==> src/rtl/pw_change_ctrl.sv <==
// Change-password session controller for the 10-slot password register bank.
// Optional inactivity timeout is built when PWCHG_TIMEOUT_EN is defined.
module pw_change_ctrl #(
  parameter int unsigned MAX_TRIES      = 3,
  parameter int unsigned LOCK_CYCLES    = 1000,
  parameter int unsigned TIMEOUT_CYCLES = 5000
) (
  input  logic        clk,
  input  logic        reset,
  input  logic        start,
  input  logic [3:0]  user_sel,
  input  logic        enter,
  input  logic        cancel,
  input  logic [15:0] digits,
  input  logic [15:0] stored_pw,
  output logic [3:0]  rd_sel,
  output logic [9:0]  wr_en,
  output logic [15:0] wr_digits,
  output logic        busy,
  output logic        done,
  output logic        fail,
  output logic        locked
);

  typedef enum logic [2:0] {
    S_IDLE,
    S_VERIFY,
    S_NEW,
    S_CONFIRM,
    S_COMMIT,
    S_LOCKED
  } state_e;

  localparam int unsigned      LOCK_W    = (LOCK_CYCLES > 1) ? $clog2(LOCK_CYCLES) : 1;
  localparam logic [LOCK_W-1:0] LOCK_LAST = LOCK_W'(LOCK_CYCLES - 1);
  localparam logic [3:0]        TRIES_MAX = 4'(MAX_TRIES);

  state_e            state_q, state_d;
  logic [3:0]        rd_sel_q, rd_sel_d;
  logic [3:0]        tries_q, tries_d;
  logic [15:0]       new_pw_q, new_pw_d;
  logic [LOCK_W-1:0] lock_cnt_q, lock_cnt_d;
  logic              fail_q, fail_d;
  logic [9:0]        wr_en_q, wr_en_d;
  logic [15:0]       wr_digits_q, wr_digits_d;
  logic              in_session;

`ifdef PWCHG_TIMEOUT_EN
  localparam int unsigned      TO_W    = (TIMEOUT_CYCLES > 1) ? $clog2(TIMEOUT_CYCLES) : 1;
  localparam logic [TO_W-1:0]  TO_LAST = TO_W'(TIMEOUT_CYCLES - 1);
  logic [TO_W-1:0]             to_cnt_q, to_cnt_d;
`else
  logic unused_timeout;
  assign unused_timeout = (TIMEOUT_CYCLES == 0);
`endif

  function automatic logic all_bcd(input logic [15:0] d);
    return (d[3:0] <= 4'd9) && (d[7:4] <= 4'd9) &&
           (d[11:8] <= 4'd9) && (d[15:12] <= 4'd9);
  endfunction

  assign in_session = (state_q == S_VERIFY) || (state_q == S_NEW) || (state_q == S_CONFIRM);

  always_comb begin
    // NOTE: every variable written here gets a default first, so no path can infer a latch.
    state_d     = state_q;
    rd_sel_d    = rd_sel_q;
    tries_d     = tries_q;
    new_pw_d    = new_pw_q;
    lock_cnt_d  = '0;
    fail_d      = 1'b0;
    wr_en_d     = '0;
    wr_digits_d = '0;
`ifdef PWCHG_TIMEOUT_EN
    to_cnt_d    = '0;
`endif

    unique case (state_q)
      S_IDLE: begin
        if (start) begin
          if (user_sel >= 4'd1 && user_sel <= 4'd10) begin
            rd_sel_d = user_sel;
            state_d  = S_VERIFY;
          end else begin
            fail_d = 1'b1;
          end
        end
      end

      S_VERIFY: begin
        if (cancel) begin
          state_d = S_IDLE;
        end else if (enter) begin
          if (digits == stored_pw) begin
            tries_d = '0;
            state_d = S_NEW;
          end else begin
            tries_d = tries_q + 4'd1;
            fail_d  = 1'b1;
            if (tries_q + 4'd1 == TRIES_MAX) state_d = S_LOCKED;
          end
        end
      end

      S_NEW: begin
        if (cancel) begin
          state_d = S_IDLE;
        end else if (enter) begin
          if (all_bcd(digits)) begin
            new_pw_d = digits;
            state_d  = S_CONFIRM;
          end else begin
            fail_d = 1'b1;
          end
        end
      end

      S_CONFIRM: begin
        if (cancel) begin
          state_d = S_IDLE;
        end else if (enter) begin
          if (digits == new_pw_q) begin
            // Strobe and data are registered so they coincide with the COMMIT cycle.
            state_d     = S_COMMIT;
            wr_en_d     = 10'd1 << (rd_sel_q - 4'd1);
            wr_digits_d = new_pw_q;
          end else begin
            fail_d   = 1'b1;
            new_pw_d = '0;
            state_d  = S_NEW;
          end
        end
      end

      S_COMMIT: state_d = S_IDLE;

      S_LOCKED: begin
        if (lock_cnt_q == LOCK_LAST) begin
          tries_d = '0;
          state_d = S_IDLE;
        end else begin
          lock_cnt_d = lock_cnt_q + 1'b1;
        end
      end

      default: state_d = S_IDLE;
    endcase

`ifdef PWCHG_TIMEOUT_EN
    // A quiet cycle in a session means no enter and no cancel, so the state is holding.
    if (in_session && !enter && !cancel) begin
      if (to_cnt_q == TO_LAST) begin
        fail_d  = 1'b1;
        state_d = S_IDLE;
      end else begin
        to_cnt_d = to_cnt_q + 1'b1;
      end
    end
`endif
  end

  always_ff @(posedge clk) begin
    // NOTE: state elements use non-blocking assignment so all flops update from pre-edge values.
    if (!reset) begin
      state_q     <= S_IDLE;
      rd_sel_q    <= '0;
      tries_q     <= '0;
      new_pw_q    <= '0;
      lock_cnt_q  <= '0;
      fail_q      <= 1'b0;
      wr_en_q     <= '0;
      wr_digits_q <= '0;
`ifdef PWCHG_TIMEOUT_EN
      to_cnt_q    <= '0;
`endif
    end else begin
      state_q     <= state_d;
      rd_sel_q    <= rd_sel_d;
      tries_q     <= tries_d;
      new_pw_q    <= new_pw_d;
      lock_cnt_q  <= lock_cnt_d;
      fail_q      <= fail_d;
      wr_en_q     <= wr_en_d;
      wr_digits_q <= wr_digits_d;
`ifdef PWCHG_TIMEOUT_EN
      to_cnt_q    <= to_cnt_d;
`endif
    end
  end

  assign rd_sel    = rd_sel_q;
  assign wr_en     = wr_en_q;
  assign wr_digits = wr_digits_q;
  assign fail      = fail_q;
  assign busy      = (state_q != S_IDLE);
  assign done      = (state_q == S_COMMIT);
  assign locked    = (state_q == S_LOCKED);

endmodule
==> config.mk <==
export PLATFORM = sky130hd
export DESIGN_NAME = pw_change_ctrl
export DESIGN_NICKNAME = d
export VERILOG_FILES = /design/src/rtl/pw_change_ctrl.sv
export SDC_FILE = /design/constraint.sdc
export NUM_CORES = 1
export LEC_CHECK = 0
export ABC_AREA = 1
export ABC_CLOCK_PERIOD_IN_PS = 2100
export CAP_MARGIN = 10
export CORE_MARGIN = 3
export CORE_UTILIZATION = 50
export DETAILED_ROUTE_END_ITERATION = 12
export PLACE_DENSITY = 0.79
export SYNTH_ARGS = -nofsm -noshare
export SYNTH_HDL_FRONTEND = slang
export SYNTH_SLANG_ARGS = --single-unit
==> constraint.sdc <==
create_clock -name clk -period 2.1 [get_ports clk]
set_input_delay 0.42 -clock clk [delete_from_list [all_inputs] [get_ports clk]]
set_output_delay 0.42 -clock clk [all_outputs]
set_load 0.05 [all_outputs]
==> reports/qor.yml <==
run_status:
  status: "complete, no violations"
cts:
  clockBufferDepth: 2
  post_cts_buffers: 0
  cts-root-buf: "clkbuf_8"
  cts-buffers-inserted: 9
  h-tree-depth: 3
  clkTransAtPathRegs_ns: 0.07
  cts_tree: "yes"
  hold_buffers: 0
  clk_latency_ns: 0.34
  cts_num_sinks: 64
route:
  vias_per_cell: 4.78
  route.detailed.drc: 0
  routed_wl_um: 8020
  ant_nets: 0
  drt_iter0_markers: 132
  wire_per_inst_um: 11.4
  routed-via-count: 3365
  drtPass1Iterations: 5
worst_setup_path:
  cp-endpoint: "rd_sel[0]"
  reg2regPathDepth: 11
  required_ns: 1.68
  critPathMaxStageDelay_ns: 0.84
  start_kind: "flop"
  r2r-start: "new_pw_q[14]$_SDFFE_PN0P_"
  cp-startpoint: "rd_sel[0]$_SDFFE_PN0P_"
  worst-setup-path-type: "flop to output pin"
  cp_max_fo: 6
  crit_path_end_kind: "output pin"
  critical_path_arrival_ns: 1.60
  path_cells: "clkdlybuf4s50_1"
  cp_num_buf_inv: 1
  crit_slowest_cell: "clkdlybuf4s50_1"
  crit_family: "buffers and inverters"
  r2r_slack_ns: 0.36
  r2r_end: "wr_en[5]$_SDFF_PP0_"
  cp_num_cells: 1
global_routing:
  grt_antenna_before_repair: 0
  grt_usage_pct: 21.7
  grt_pass1_wl_um: 13300
  overflow: 0
  grt_max_degree: 15
  grt_pass1_vias: 3125
power_and_ir_drop:
  cellLeakagePower_nw: 2.01
  ir_drop_mv: 0.517
  seq_power_share_pct: 44.2
  clockPowerShare_pct: 37.6
  switchingPower_mw: 0.805
  p_int_mw: 2.07
  comb_power_share_pct: 18.2
  swShare_pct: 28.0
  power_density_mw_per_mm2: 628
die:
  dieArea_mm2: 0.00780
  core_area_mm2: 0.00646
  die_h_um: 88.3
  start_util_pct: 52.4
  ioPinCount: 75
  core.rowCount: 29
  die_x_um: 88.3
synthesis:
  synth.net_count: 568
  synthTopCellsByArea: "dfxtp_1, nand2_1, nor2_1, inv_1, a21oi_1"
  synth.distinct_cells: 31
  synth_flop_cell: "dfxtp_1"
  ys_seq_area_share_pct: 37.8
  yosys.area.top_type_share_pct: 37.8
  ys_ff_latch: 64
  syn_area_mm2: 0.00339
  syn_area_per_cell_um2: 6.46
  synth_largest_area_cell: "dfxtp_1"
  synth_edf_count: 0
  async_reset_ff_share_pct: 0
  syn_inst: 524
  yosys_warnings: 0
sta:
  fin_crit_ns: 2.02
  slew_headroom_pct: 65.5
  setup_violations: 0
  worst_pin_slew_ns: 0.516
  hold_violations: 0
  timing.final.crit_share_pct: 96.1
  rsz0062_at_grt: "no"
  hold_ws_ns: 0.462
  fmax_mhz: 496
  fin_skew_ns: 0.00843
  final_max_slew_viol_count: 0
layout:
  mostFrequentLayoutCells: "nand2_1, nor2_1, clkdlybuf4s50_1"
  fin_cells: 704
  final_common_cell: "nand2_1"
  antenna_cells: 0
  layout-drive-gt1-share_pct: 12.6
  syn2layout_area_growth_pct: 35.1
  postLayoutCoreUtil_pct: 70.8
  layout.nets: 666
place:
  portBuffers: 74
  dp_hpwl_um: 6270
  dp.cells: 688
  gp_congestion: 0.843
run:
  maxCapViolations: 0
worst_hold_path:
  hp-class: "flop to flop"
## what timing repair did
| action | CTS | global route |
|---|---|---|
| gates resized for setup | 0 | 2 |
| endpoints found under the setup margin | 0 | 4 |
| endpoints found under the hold margin | 0 | 0 |
## how the worst min path moves through the flow
| stage | from | endpoint | slack (ns) | cells past startpoint |
|---|---|---|---|---|
| 2_1_floorplan | lock_cnt_q[0]$_SDFF_PP0_ | lock_cnt_q[0]$_SDFF_PP0_ | 0.43 | 1 |
| 3_3_place_gp | lock_cnt_q[0]$_SDFF_PP0_ | lock_cnt_q[0]$_SDFF_PP0_ | 0.44 | 1 |
| 3_5_place_dp | new_pw_q[15]$_SDFFE_PN0P_ | wr_digits[15]$_SDFF_PP0_ | 0.45 | 2 |
| 4_1_cts | new_pw_q[15]$_SDFFE_PN0P_ | wr_digits[15]$_SDFF_PP0_ | 0.46 | 2 |
| 5_1_grt | lock_cnt_q[0]$_SDFF_PP0_ | lock_cnt_q[0]$_SDFF_PP0_ | 0.48 | 1 |
| 6_report | new_pw_q[15]$_SDFFE_PN0P_ | wr_digits[15]$_SDFF_PP0_ | 0.46 | 2 |
## routing by layer
layer  GRT usage, %  share of wire (%)  vias to the layer above
met5              0                  0                        -
met4           9.07                2.1                        0
met3           4.28                4.0                       15
met2           37.4                 49                       69
met1           26.4                 45                     1485
li1               -                  -                     1796
## final cells by class
cell class | instances | area [um^2]
clock buffer | 11 | 151
clock inverter | 5 | 55.1
fill | 547 | 1880
inverter | 84 | 317
multi-input combinational | 370 | 1750
sequential | 64 | 1280
tap | 77 | 96.3
timing repair buffer | 93 | 926
## synth_stat cells (4+ instances only)
cell,instances
o21ai_1,4
o21ai_0,7
a21oi_1,32
nand3_1,25
nand4_1,7
dfxtp_1,64
inv_2,13
nor2_1,72
nor2_4,13
nand2_1,182
inv_1,70
## through the flow
step           total power, mW  area [um^2]  setup TNS [ns]  setup WS [ns]
5_1_grt                   3.01         4570               0         0.0198
3_5_place_dp              1.82         4360           -4.28         -0.195
3_3_place_gp              1.81         4360           -1.87         -0.131
2_1_floorplan             1.60         3390               0          0.391
6_report                  2.87         4570               0         0.0820
4_1_cts                   2.90         4570               0         0.0706
## power groups by stage
stage | Combinational, mW | Sequential [mW] | Clock (mW)
global placement | 0.512 | 1.30 | 0
CTS | 0.524 | 1.27 | 1.11
finish | 0.524 | 1.27 | 1.08
floorplan | 0.271 | 1.33 | 0
detailed placement | 0.519 | 1.30 | 0
global route | 0.580 | 1.27 | 1.15
## flip-flops by register name, indices dropped and copies added, names as in the netlist
register / cells
fail: 1
new_pw_q: 16
lock_cnt_q: 10
wr_digits: 16
rd_sel: 4
tries_q: 4
wr_en: 10
state_q: 3
## cells by family (layout without fill, tap and decap cells)
family,count (synthesis),in the layout,synth area share [%]
compound gates,44,44,6.61
xor+xnor,6,6,1.55
fa+ha+maj,3,3,1.11
buf+inv,90,193,10.7
flops,64,64,37.8
simple gates,317,317,42.2
(Power assumes the default switching activity.)
